`src/rtl/ram_init_arb_pkg.sv`:
```
// Shared types for the RAM scrub-then-arbitrate block: controller states and requester ids.
package ram_init_arb_pkg;

    typedef enum logic {
        INIT = 1'b0,
        RUN  = 1'b1
    } state_e;

    typedef enum logic {
        HOST = 1'b0,
        DMA  = 1'b1
    } req_id_e;

endpackage

```
`src/rtl/ram_init_arb_if.sv`:
```
// Host, DMA and RAM-port bundles of ram_init_arb; names carry the arbiter's view of direction.
interface ram_init_arb_if #(
    parameter int unsigned Width = 32
);
    logic             h_req_i;
    logic             h_we_i;
    logic [3:0]       h_be_i;
    logic [31:0]      h_addr_i;
    logic [Width-1:0] h_wdata_i;
    logic             h_gnt_o;
    logic             h_rvalid_o;
    logic [Width-1:0] h_rdata_o;

    logic             d_req_i;
    logic             d_we_i;
    logic [3:0]       d_be_i;
    logic [31:0]      d_addr_i;
    logic [Width-1:0] d_wdata_i;
    logic             d_gnt_o;
    logic             d_rvalid_o;
    logic [Width-1:0] d_rdata_o;

    logic             ram_req_o;
    logic             ram_we_o;
    logic [3:0]       ram_be_o;
    logic [31:0]      ram_addr_o;
    logic [Width-1:0] ram_wdata_o;
    logic             ram_rvalid_i;
    logic [Width-1:0] ram_rdata_i;

    modport slave (
        input  h_req_i, h_we_i, h_be_i, h_addr_i, h_wdata_i,
        input  d_req_i, d_we_i, d_be_i, d_addr_i, d_wdata_i,
        input  ram_rvalid_i, ram_rdata_i,
        output h_gnt_o, h_rvalid_o, h_rdata_o,
        output d_gnt_o, d_rvalid_o, d_rdata_o,
        output ram_req_o, ram_we_o, ram_be_o, ram_addr_o, ram_wdata_o
    );

    modport master (
        output h_req_i, h_we_i, h_be_i, h_addr_i, h_wdata_i,
        output d_req_i, d_we_i, d_be_i, d_addr_i, d_wdata_i,
        output ram_rvalid_i, ram_rdata_i,
        input  h_gnt_o, h_rvalid_o, h_rdata_o,
        input  d_gnt_o, d_rvalid_o, d_rdata_o,
        input  ram_req_o, ram_we_o, ram_be_o, ram_addr_o, ram_wdata_o
    );
endinterface

```
`src/rtl/ram_init_arb_rr.sv`:
```
// Two-way round-robin grant: combinational grant, pointer moves to the loser on contention only.
module ram_init_arb_rr
    import ram_init_arb_pkg::*;
(
    input  logic clk_i,
    input  logic rst_ni,
    input  logic en_i,
    input  logic h_req_i,
    input  logic d_req_i,
    output logic h_gnt_o,
    output logic d_gnt_o
);

    req_id_e rr_q, rr_d;

    always_comb begin
        h_gnt_o = 1'b0;
        d_gnt_o = 1'b0;
        rr_d    = rr_q;
        if (en_i) begin
            if (h_req_i && d_req_i) begin
                if (rr_q == HOST) begin
                    h_gnt_o = 1'b1;
                    rr_d    = DMA;
                end else begin
                    d_gnt_o = 1'b1;
                    rr_d    = HOST;
                end
            end else begin
                h_gnt_o = h_req_i;
                d_gnt_o = d_req_i;
            end
        end
    end

    always_ff @(posedge clk_i or negedge rst_ni) begin
        if (!rst_ni) begin
            rr_q <= HOST;
        end else begin
            rr_q <= rr_d;
        end
    end

endmodule

```
`src/rtl/ram_init_arb.sv`:
```
// Zero-scrubs the RAM after reset or on request, then arbitrates host/DMA onto the single RAM port.
module ram_init_arb
    import ram_init_arb_pkg::*;
#(
    parameter int unsigned Depth      = 128,
    parameter int unsigned Width      = 32,
    parameter int unsigned AddrOffset = 2
) (
    input  logic clk_i,
    input  logic rst_ni,
    input  logic init_req_i,
    output logic init_done_o,
    ram_init_arb_if.slave bus
);

    localparam int unsigned      CntW      = $clog2(Depth);
    localparam logic [CntW-1:0]  CntLast   = CntW'(Depth - 1);
    localparam logic [Width-1:0] ScrubData = '0;

    state_e          state_q, state_d;
    logic [CntW-1:0] cnt_q, cnt_d;
    logic            init_done_q, init_done_d;
    req_id_e         owner_q, owner_d;
    logic            owner_vld_q, owner_vld_d;
    logic            run, h_gnt, d_gnt, rd_gnt;

    assign run = (state_q == RUN);

    ram_init_arb_rr u_rr (
        .clk_i   (clk_i),
        .rst_ni  (rst_ni),
        .en_i    (run),
        .h_req_i (bus.h_req_i),
        .d_req_i (bus.d_req_i),
        .h_gnt_o (h_gnt),
        .d_gnt_o (d_gnt)
    );

    always_comb begin
        state_d = state_q;
        cnt_d   = cnt_q;
        case (state_q)
            INIT: begin
                if (cnt_q == CntLast) begin
                    state_d = RUN;
                    cnt_d   = '0;
                end else begin
                    cnt_d = cnt_q + 1'b1;
                end
            end
            RUN: begin
                if (init_req_i) begin
                    state_d = INIT;
                    cnt_d   = '0;
                end
            end
        endcase
        init_done_d = (state_d == RUN);

        // Owner is tracked across the RUN->INIT edge so a last-cycle read still returns.
        rd_gnt      = (h_gnt && !bus.h_we_i) || (d_gnt && !bus.d_we_i);
        owner_vld_d = rd_gnt;
        owner_d     = owner_q;
        if (rd_gnt) begin
            owner_d = d_gnt ? DMA : HOST;
        end
    end

    always_ff @(posedge clk_i or negedge rst_ni) begin
        if (!rst_ni) begin
            state_q     <= INIT;
            cnt_q       <= '0;
            init_done_q <= 1'b0;
            owner_q     <= HOST;
            owner_vld_q <= 1'b0;
        end else begin
            state_q     <= state_d;
            cnt_q       <= cnt_d;
            init_done_q <= init_done_d;
            owner_q     <= owner_d;
            owner_vld_q <= owner_vld_d;
        end
    end

    always_comb begin
        bus.ram_req_o   = 1'b0;
        bus.ram_we_o    = 1'b0;
        bus.ram_be_o    = '0;
        bus.ram_addr_o  = '0;
        bus.ram_wdata_o = '0;
        if (!run) begin
            bus.ram_req_o   = 1'b1;
            bus.ram_we_o    = 1'b1;
            bus.ram_be_o    = '1;
            bus.ram_addr_o  = 32'(cnt_q) << AddrOffset;
            bus.ram_wdata_o = ScrubData;
        end else if (h_gnt) begin
            bus.ram_req_o   = 1'b1;
            bus.ram_we_o    = bus.h_we_i;
            bus.ram_be_o    = bus.h_be_i;
            bus.ram_addr_o  = bus.h_addr_i;
            bus.ram_wdata_o = bus.h_wdata_i;
        end else if (d_gnt) begin
            bus.ram_req_o   = 1'b1;
            bus.ram_we_o    = bus.d_we_i;
            bus.ram_be_o    = bus.d_be_i;
            bus.ram_addr_o  = bus.d_addr_i;
            bus.ram_wdata_o = bus.d_wdata_i;
        end
    end

    assign bus.h_gnt_o    = h_gnt;
    assign bus.d_gnt_o    = d_gnt;
    assign bus.h_rvalid_o = bus.ram_rvalid_i && owner_vld_q && (owner_q == HOST);
    assign bus.d_rvalid_o = bus.ram_rvalid_i && owner_vld_q && (owner_q == DMA);
    assign bus.h_rdata_o  = bus.ram_rdata_i;
    assign bus.d_rdata_o  = bus.ram_rdata_i;
    assign init_done_o    = init_done_q;

    a_one_gnt: assert property (@(posedge clk_i) disable iff (!rst_ni)
        !(bus.h_gnt_o && bus.d_gnt_o));
    a_one_rvalid: assert property (@(posedge clk_i) disable iff (!rst_ni)
        !(bus.h_rvalid_o && bus.d_rvalid_o));
    a_no_gnt_in_init: assert property (@(posedge clk_i) disable iff (!rst_ni)
        !init_done_o |-> !(bus.h_gnt_o || bus.d_gnt_o));

endmodule

```
`src/flat_wrapper.sv`:
```
// flat-port wrapper written by rule: the top's interface ports become plain ports
module ram_init_arb_flat import ram_init_arb_pkg::*;
#(
    parameter int unsigned Depth      = 128,
    parameter int unsigned Width      = 32,
    parameter int unsigned AddrOffset = 2
)
  (clk_i, rst_ni, init_req_i, init_done_o, bus_h_req_i, bus_h_we_i, bus_h_be_i, bus_h_addr_i, bus_h_wdata_i, bus_d_req_i, bus_d_we_i, bus_d_be_i, bus_d_addr_i, bus_d_wdata_i, bus_ram_rvalid_i, bus_ram_rdata_i, bus_h_gnt_o, bus_h_rvalid_o, bus_h_rdata_o, bus_d_gnt_o, bus_d_rvalid_o, bus_d_rdata_o, bus_ram_req_o, bus_ram_we_o, bus_ram_be_o, bus_ram_addr_o, bus_ram_wdata_o);
  ram_init_arb_if #(.Width(Width)) bus_i ();
  input  logic clk_i;
  input  logic rst_ni;
  input  logic init_req_i;
  output logic init_done_o;
  input wire logic [$bits(bus_i.h_req_i)-1:0] bus_h_req_i;
  input wire logic [$bits(bus_i.h_we_i)-1:0] bus_h_we_i;
  input wire logic [$bits(bus_i.h_be_i)-1:0] bus_h_be_i;
  input wire logic [$bits(bus_i.h_addr_i)-1:0] bus_h_addr_i;
  input wire logic [$bits(bus_i.h_wdata_i)-1:0] bus_h_wdata_i;
  input wire logic [$bits(bus_i.d_req_i)-1:0] bus_d_req_i;
  input wire logic [$bits(bus_i.d_we_i)-1:0] bus_d_we_i;
  input wire logic [$bits(bus_i.d_be_i)-1:0] bus_d_be_i;
  input wire logic [$bits(bus_i.d_addr_i)-1:0] bus_d_addr_i;
  input wire logic [$bits(bus_i.d_wdata_i)-1:0] bus_d_wdata_i;
  input wire logic [$bits(bus_i.ram_rvalid_i)-1:0] bus_ram_rvalid_i;
  input wire logic [$bits(bus_i.ram_rdata_i)-1:0] bus_ram_rdata_i;
  output wire logic [$bits(bus_i.h_gnt_o)-1:0] bus_h_gnt_o;
  output wire logic [$bits(bus_i.h_rvalid_o)-1:0] bus_h_rvalid_o;
  output wire logic [$bits(bus_i.h_rdata_o)-1:0] bus_h_rdata_o;
  output wire logic [$bits(bus_i.d_gnt_o)-1:0] bus_d_gnt_o;
  output wire logic [$bits(bus_i.d_rvalid_o)-1:0] bus_d_rvalid_o;
  output wire logic [$bits(bus_i.d_rdata_o)-1:0] bus_d_rdata_o;
  output wire logic [$bits(bus_i.ram_req_o)-1:0] bus_ram_req_o;
  output wire logic [$bits(bus_i.ram_we_o)-1:0] bus_ram_we_o;
  output wire logic [$bits(bus_i.ram_be_o)-1:0] bus_ram_be_o;
  output wire logic [$bits(bus_i.ram_addr_o)-1:0] bus_ram_addr_o;
  output wire logic [$bits(bus_i.ram_wdata_o)-1:0] bus_ram_wdata_o;
  assign bus_i.h_req_i = bus_h_req_i;
  assign bus_i.h_we_i = bus_h_we_i;
  assign bus_i.h_be_i = bus_h_be_i;
  assign bus_i.h_addr_i = bus_h_addr_i;
  assign bus_i.h_wdata_i = bus_h_wdata_i;
  assign bus_i.d_req_i = bus_d_req_i;
  assign bus_i.d_we_i = bus_d_we_i;
  assign bus_i.d_be_i = bus_d_be_i;
  assign bus_i.d_addr_i = bus_d_addr_i;
  assign bus_i.d_wdata_i = bus_d_wdata_i;
  assign bus_i.ram_rvalid_i = bus_ram_rvalid_i;
  assign bus_i.ram_rdata_i = bus_ram_rdata_i;
  assign bus_h_gnt_o = bus_i.h_gnt_o;
  assign bus_h_rvalid_o = bus_i.h_rvalid_o;
  assign bus_h_rdata_o = bus_i.h_rdata_o;
  assign bus_d_gnt_o = bus_i.d_gnt_o;
  assign bus_d_rvalid_o = bus_i.d_rvalid_o;
  assign bus_d_rdata_o = bus_i.d_rdata_o;
  assign bus_ram_req_o = bus_i.ram_req_o;
  assign bus_ram_we_o = bus_i.ram_we_o;
  assign bus_ram_be_o = bus_i.ram_be_o;
  assign bus_ram_addr_o = bus_i.ram_addr_o;
  assign bus_ram_wdata_o = bus_i.ram_wdata_o;
  ram_init_arb #(.Depth(Depth), .Width(Width), .AddrOffset(AddrOffset)) u_core (.clk_i(clk_i), .rst_ni(rst_ni), .init_req_i(init_req_i), .init_done_o(init_done_o), .bus(bus_i));
endmodule
```
`config.mk`:
```
export PLATFORM = sky130hd
export DESIGN_NAME = ram_init_arb_flat
export DESIGN_NICKNAME = d
export VERILOG_FILES = /design/src/rtl/ram_init_arb_pkg.sv /design/src/rtl/ram_init_arb_if.sv /design/src/rtl/ram_init_arb_rr.sv /design/src/rtl/ram_init_arb.sv /design/src/flat_wrapper.sv
export SDC_FILE = /design/constraint.sdc
export NUM_CORES = 1
export LEC_CHECK = 0
export CAP_MARGIN = 5
export CORE_AREA = 2 2 123 125
export CTS_CLUSTER_SIZE = 40
export DETAILED_ROUTE_END_ITERATION = 16
export DIE_AREA = 0 0 125 127
export GPL_TIMING_DRIVEN = 0
export SYNTH_ARGS = -nofsm -noshare
export SYNTH_HDL_FRONTEND = slang
export SYNTH_SLANG_ARGS = --single-unit
```
`constraint.sdc`:
```
create_clock -name clk_i -period 1.3 [get_ports clk_i]
set_input_delay 0.13 -clock clk_i [delete_from_list [all_inputs] [get_ports clk_i]]
set_output_delay 0.13 -clock clk_i [all_outputs]
set_load 0.1 [all_outputs]
```
==> results.md <==
- Worst R2R Setup Slack: -160 ps
- # hold bufs at CTS: 0
- First-pass GRT wire length: 16300 um
- Number of synthesized flops with an enable pin: 0
- Gpl congestion: 0.7938
- Mapped cell area: 1795 um^2
- GRT Resource Usage Total: 12.66%
- RSZ-0062 raised after global routing: true
- Row cnt: 44
- Die Y-Extent: 127 um
- Most used DFF post-synth: dfrtp_1
- Core Region: 14420 um^2
- Violated checks: negative setup slack
- Largest net degree at the start of global routing: 12
- Worst-Skew Late Latency: 240 ps
- Tmin final: 1843 ps
- CP Max Fanout: 5
- H-tree depth: 1
- CP Capture Point: bus_ram_addr_o[8]
- Outcome: finished, violations left
- Worst path arrival time: 1710 ps
- CTS tree: built
- Die X: 125 um
- DP Wirelength: 9105 um
- Die area: 15880 um^2
- Antenna violations before repair: 0
- Leak: 2.999 nW
- Setup Viol. Count Final: 81
- Drt first pass iters: 4
- Worst-path clk slew: 50 ps
- Worst hold path class: input port to asynchronous set/reset pin
- Antenna cells: 0
- Vias in the first global route: 3078
- Final Power: 0.004620 W
- Rel. slew slack: 34.67%
- DRC: 0
- Fmax: 542.7 MHz
- Via count: 2865
- Syn Nets: 392
- Final wirelength: 11270 um
- Fin. Hold Viols: 0
- Clock tree buffer depth: 2
- I/O pin count: 315
- Post-synthesis sequential area ratio: 15.33%
- Global route total overflow: 0
- Highest routed layer: met4
- Nets@finish: 697
- Asr flop ratio synth: 100.0%
- PortBufs: 282
- Critical Path RT: 1170 ps
- Antenna-violating nets left: 0
- Yosys cell types: 32
- Kind of critical path: flip-flop to output pin
- Drt via density: 4.075
- Final WS setup: -542.6 ps
- CP Capture Type: output pin
- Final Util: 46.14%
- Inserted Clock Buffers: 3
- Routed wl met3: 938 um
- WL met2: 6180 um
- Gate Count Post-Synth: 215
- DRT iter0 DRCs: 53
- Layout cells sized above 1: 49.71%
- Fin crit share: 141.7%
- FF-to-FF End: u_core.run
- Final Max Slew Viols: 0
- M1 wire length: 4124 um
- PD cells: 694.2 nW/um^2
- Post-DR wirelength/cell: 16.03 um
- YS warnings: 0
- Area Overhead vs Synth: 270.7%
- Initial Utilization: 12.45%
- Worst setup SP type: flip-flop
- Worst-Margin Slew: 983.8 ps
- Reg2Reg Launch Point: u_core.run
- Synth Register Bits: 11
- Synth Area per Inst: 8.351 um^2
- CTS root buffer: clkbuf_16
- MaxCap Viol Count: 0
- Commonest non-fill, non-tap cell in the layout: clkdlybuf4s50_1
- # clock sinks: 11
- Reg2Reg Depth: 5
- Most frequent cells in the layout: clkdlybuf4s50_1, buf_4, buf_12
- Maximum VDD drop: 0.7173 mV
- Crit path launch: u_core.run
- Clk_skew: 4.877 ps
[cells in the mapped netlist, types with 2 or more instances]
library cell | count | area [um^2]
buf_4 | 64 | 480.5
a22o_1 | 57 | 499.2
buf_2 | 16 | 80.08
a221o_1 | 12 | 120.1
dfrtp_1 | 11 | 275.3
nand2_1 | 9 | 33.78
nor2b_1 | 7 | 43.79
nand3_1 | 6 | 30.03
o22ai_1 | 3 | 18.77
inv_2 | 2 | 7.510
nand3b_1 | 2 | 15.01
nor2_1 | 2 | 7.510
o21ai_0 | 2 | 10.01
or3_1 | 2 | 12.51
xnor2_1 | 2 | 17.52
xor2_1 | 2 | 17.52
[where the power goes]
part           switching [W]  leakage [nW]  internal, W
logic                0.00208          2.82      0.00135
registers           0.000165         0.137     0.000452
clock network       0.000160        0.0382     0.000413
total                0.00240          3.00      0.00222
[sequential cells by signal, indices dropped and copies added (netlist names)]
signal and cells:
u_core.cnt_q 7, u_core.owner_q 1, u_core.run 1, u_core.owner_vld_q 1, u_core.u_rr.rr_q 1
[critical path, stage by stage (launching register included)]
cell and delay, ps:
dfrtp_4 510, nand2_4 90, a21oi_4 50, buf_6 150, buf_8 120, a221o_4 390, buf_12 170
[worst min-delay path by stage]
stage	startpoint	endpoint	slack [ps]	depth (start not counted)
after floorplan	rst_ni	u_core.cnt_q[0]	-170	0
after global placement	u_core.u_rr.rr_q	u_core.u_rr.rr_q	490	1
after detailed placement	u_core.u_rr.rr_q	u_core.u_rr.rr_q	510	1
after CTS	rst_ni	u_core.cnt_q[1]	270	1
after global routing	rst_ni	u_core.cnt_q[1]	290	1
final	rst_ni	u_core.cnt_q[5]	240	1
[routing by layer]
metal	vias to the layer above	track usage, %
li1	1363	-
met1	1314	14.40
met4	0	1.176
met3	2	2.261
met2	186	25.35
met5	-	0
[logic make-up after synthesis]
kind of cell	after synthesis	synth area share, %
buffers and inverters	84	32.06
AOI/OAI and AO/OA	83	40.14
and+or+nand+nor	31	9.268
DFF	11	15.33
xor gates and xnor gates	4	1.952
muxes	1	0.5575
adders and majority gates	1	0.6968
[per-stage QoR]
| stage | worst slack (ps) | hold WS, ps | cells | TNS (ps) | instance area, um^2 |
|---|---|---|---|---|---|
| 2_1_floorplan | -363.7 | -165.6 | 215 | -24210 | 2521 |
| 6_report | -542.6 | 239.6 | 703 | -35540 | 6655 |
| 3_3_place_gp | -1722 | 488.5 | 681 | -126700 | 5574 |
| 3_5_place_dp | -1702 | 506.9 | 681 | -126010 | 5574 |
| 5_1_grt | -580.3 | 294.8 | 703 | -39600 | 6655 |
| 4_1_cts | -534.8 | 266.7 | 698 | -33580 | 6536 |
[timing repair]
| item | CTS | global route |
|---|---|---|
| setup endpoints to repair | 141 | 81 |
| cloned | 4 | 1 |
| gates resized for setup | 746 | 18 |
| setup buffers | 11 | 4 |
| pin swaps | 4 | 1 |
[layout make-up]
class,instances,area (um^2)
repair buffers,302,3700
well taps,184,230.2
clock buffers,4,78.83
flip-flops and latches,11,279.0
multi-input cells,120,1637
inverters,3,26.28
plain buffers,79,704.4
fillers,1337,7769
No activity file was read; power rests on OpenSTA's default activity.
==> edit (same flow settings) <==
`Depth` is set to 128 in 2 places; all go to 64.
--- a/src/rtl/ram_init_arb.sv
+++ b/src/rtl/ram_init_arb.sv
@@ -2,7 +2,7 @@
 module ram_init_arb
     import ram_init_arb_pkg::*;
 #(
-    parameter int unsigned Depth      = 128,
+    parameter int unsigned Depth      = 64,
     parameter int unsigned Width      = 32,
     parameter int unsigned AddrOffset = 2
 ) (
--- a/src/flat_wrapper.sv
+++ b/src/flat_wrapper.sv
@@ -1,7 +1,7 @@
 // flat-port wrapper written by rule: the top's interface ports become plain ports
 module ram_init_arb_flat import ram_init_arb_pkg::*;
 #(
-    parameter int unsigned Depth      = 128,
+    parameter int unsigned Depth      = 64,
     parameter int unsigned Width      = 32,
     parameter int unsigned AddrOffset = 2
 )
Function: no difference found for any inputs over 10 cycles, from zero or initial values and one cycle with rst_ni low; that may be too few to reach the edited logic, so the function may still have changed.
==> edit against the original RTL <==
Clock skew shrank 1.0 ps; die area is the same; the flow still finishes with violations (negative setup slack); total power grew 68%; maximum frequency shrank 2.1%; clock power grew 5.8%; routed wire length grew 2.5%; worst setup slack lost 39 ps; sequential cell count shrank 1; synthesized area shrank 2.4%; critical path type unchanged; via count shrank 2.1%; global-route usage grew 0.28 points; largest power group unchanged; design area grew 1.6%.
==> edit: results (changes against the original RTL) <==
| Metric | Value |
|---|---|
| Yosys synthesis warning count | 0 (unchanged) |
| CP startpoint kind | flop |
| LEAKAGE | 0.003073 uW (+2.5%) |
| Worst R2R Setup Slack | -230 ps (-70 ps) |
| Drt total wl | 11.55 mm (+2.5%) |
| # fillers | 1,297 (-3.0%) |
| Hold_buf cts | 0 (unchanged) |
| Worst skew pair latency | 240 ps (about the same) |
| GR Util All Layers | 12.94% (+0.28 points) |
| Top FF cell, synth | dfrtp_1 |
| Routed length on met3 | 976 um (+4.1%) |
| RR Endpoint | u_core.cnt_q[3] |
| CTS buffer count | 3 (unchanged) |
| Worst-case reg-to-reg path depth | 7 (+2) |
| Largest net degree at the start of global routing | 11 (-1) |
| Biggest register | u_core.cnt_q |
| Worst-path clk slew | 40 ps |
| Setup WS post-layout | -581.4 ps (-38.88 ps) |
| Critical path fanouts, max | 8 (+3) |
| Setup violations, final | 79 (-2.5%) |
| Synthesized Nets | 387 (-1.3%) |
| Fraction of layout cells with a size suffix above 1 | 51.82% (+2.1 points) |
| Met2 WL | 6.349 mm (+2.7%) |
| Arrival time of the worst setup path | 1750 ps (+40 ps) |
| Initial antenna violation count | 0 (unchanged) |
| Net count, final | 699 (+0.29%) |
| Largest register FFs | 6 (-1) |
| Dpl hpwl | 9.338 mm (+2.6%) |
| Worst setup endpoint | bus_ram_addr_o[7] |
| Sequential share of the synthesized area | 14.29% (-1.0 points) |
| Number of diodes | 0 (unchanged) |
| Ys async rst share | 100.0% (unchanged) |
| First-pass GRT wire length | 16.47 mm (+1.0%) |
| DP Area | 5524 um2 (-0.90%) |
| Status | complete, but fails checks |
| Count of cell types in the netlist | 31 (-3.1%) |
| Clock Skews | 3.880 ps (-0.9970 ps) |
| Iteration-0 DRC Markers | 34 (-36%) |
| Bufs on Longest Clock Path | 2 (unchanged) |
| Via density | 3.980 (-2.3%) |
| CTS root buf | clkbuf_16 |
| Slew margin rel. | 35.68% (+1.0 points) |
| Failing checks | negative setup slack |
| Buffers on Ports | 282 (unchanged) |
| Wl on met1 | 4.165 mm (+0.99%) |
| Number of H-tree levels | 1 (unchanged) |
| Top cells by area, synth | a22o_1 29%, buf_4 27%, dfrtp_1 14%, a221o_1 6.3%, buf_2 2.9% |
| Final Wtd Congestion | 0.8077 (+1.8%) |
| Vias in the first global route | 2,993 (-2.8%) |
| Highest metal used | met4 |
| Worst Setup SP | u_core.run |
| Leading cell types by count after synthesis | 64 x buf_4, 58 x a22o_1, 11 x a221o_1, 11 x nand2_1 |
| VDD IR max | 0.8767 mV (+22%) |
[edit: cell types whose count changed after synthesis, moves of 2 or more]
cell       delta
nand3_1       -4
o2bb2ai_1     +3
o21ai_0       -2
buf_6         +2
clkbuf_1      +4
buf_2         -6
and3_1        +2
xor2_1        -2
nand2_1       +2
and2_1        +2
[edit: timing repair]
action | 4_1_cts | 5_1_grt
setup endpoints to repair | 141 | 79
buffers inserted | 15 | 5
pin swaps | 4 | 2
cloned | 1 | 5
gates resized for setup | 772 | 13
[edit: how the worst min path moves through the flow]
stage / end / slack (ps) / cells after the start
4_1_cts: u_core.owner_q / 240 / 1
3_3_place_gp: u_core.owner_vld_q / 480 / 1
6_report: u_core.owner_q / 220 / 1
5_1_grt: u_core.cnt_q[3] / 270 / 1
2_1_floorplan: u_core.cnt_q[0] / -170 / 0
3_5_place_dp: u_core.owner_vld_q / 500 / 1
[edit: critical path: stages, from the launching register on]
cell and delay, ps:
dfrtp_4 490, and2_4 180, nand2_4 80, inv_8 70, buf_12 140, a221o_4 390, buf_12 170
[edit: kinds of logic (layout without fill, tap and decap cells)]
logic type | Yosys count | after routing | synth area share, %
AO/OA/AOI/OAI | 81 | 81 | 40.86
buffers and inverters | 84 | 395 | 33.29
XOR/XNOR | 3 | 3 | 1.500
multiplexers | 1 | 1 | 0.5715
AND/OR/NAND/NOR | 30 | 30 | 8.787
flip-flops | 10 | 10 | 14.29
adder cells (fa/ha/maj) | 1 | 1 | 0.7142
[edit: per-layer routing]
layer | global-route usage [%] | vias to the layer above
li1 | - | 1356
met1 | 14.38 | 1265
met2 | 25.45 | 181
met3 | 3.057 | 4
met4 | 1.830 | 0
met5 | 0 | -
[edit: final cells by class]
type | instances | share of cell area (%)
timing repair buffer | 308 | 56.37
multi-input combinational | 116 | 23.77
inverter | 3 | 0.4625
tap | 184 | 3.404
buffer | 80 | 10.90
clock buffer | 4 | 1.314
sequential | 10 | 3.774
[edit: stage by stage]
stage | total power, uW | instances | setup WS (ps) | utilization [%] | setup TNS (ps)
after floorplan | 4786 | 210 | -469.6 | - | -29150
after global placement | 6128 | 676 | -1583 | 38.30 | -118580
after detailed placement | 6160 | 676 | -1584 | 38.30 | -118000
after CTS | 7663 | 695 | -599.9 | 45.39 | -38390
after global routing | 8031 | 705 | -616.5 | 46.89 | -41560
final | 7765 | 705 | -581.4 | 46.89 | -38820
[edit: report_power, final]
group	switching [uW]	leakage, uW	total (uW)	internal [uW]
registers	166	0.000119	620	454
logic	3880	0.00291	6540	2660
clock network	144	0.0000442	606	462
total	4190	0.00307	7770	3580
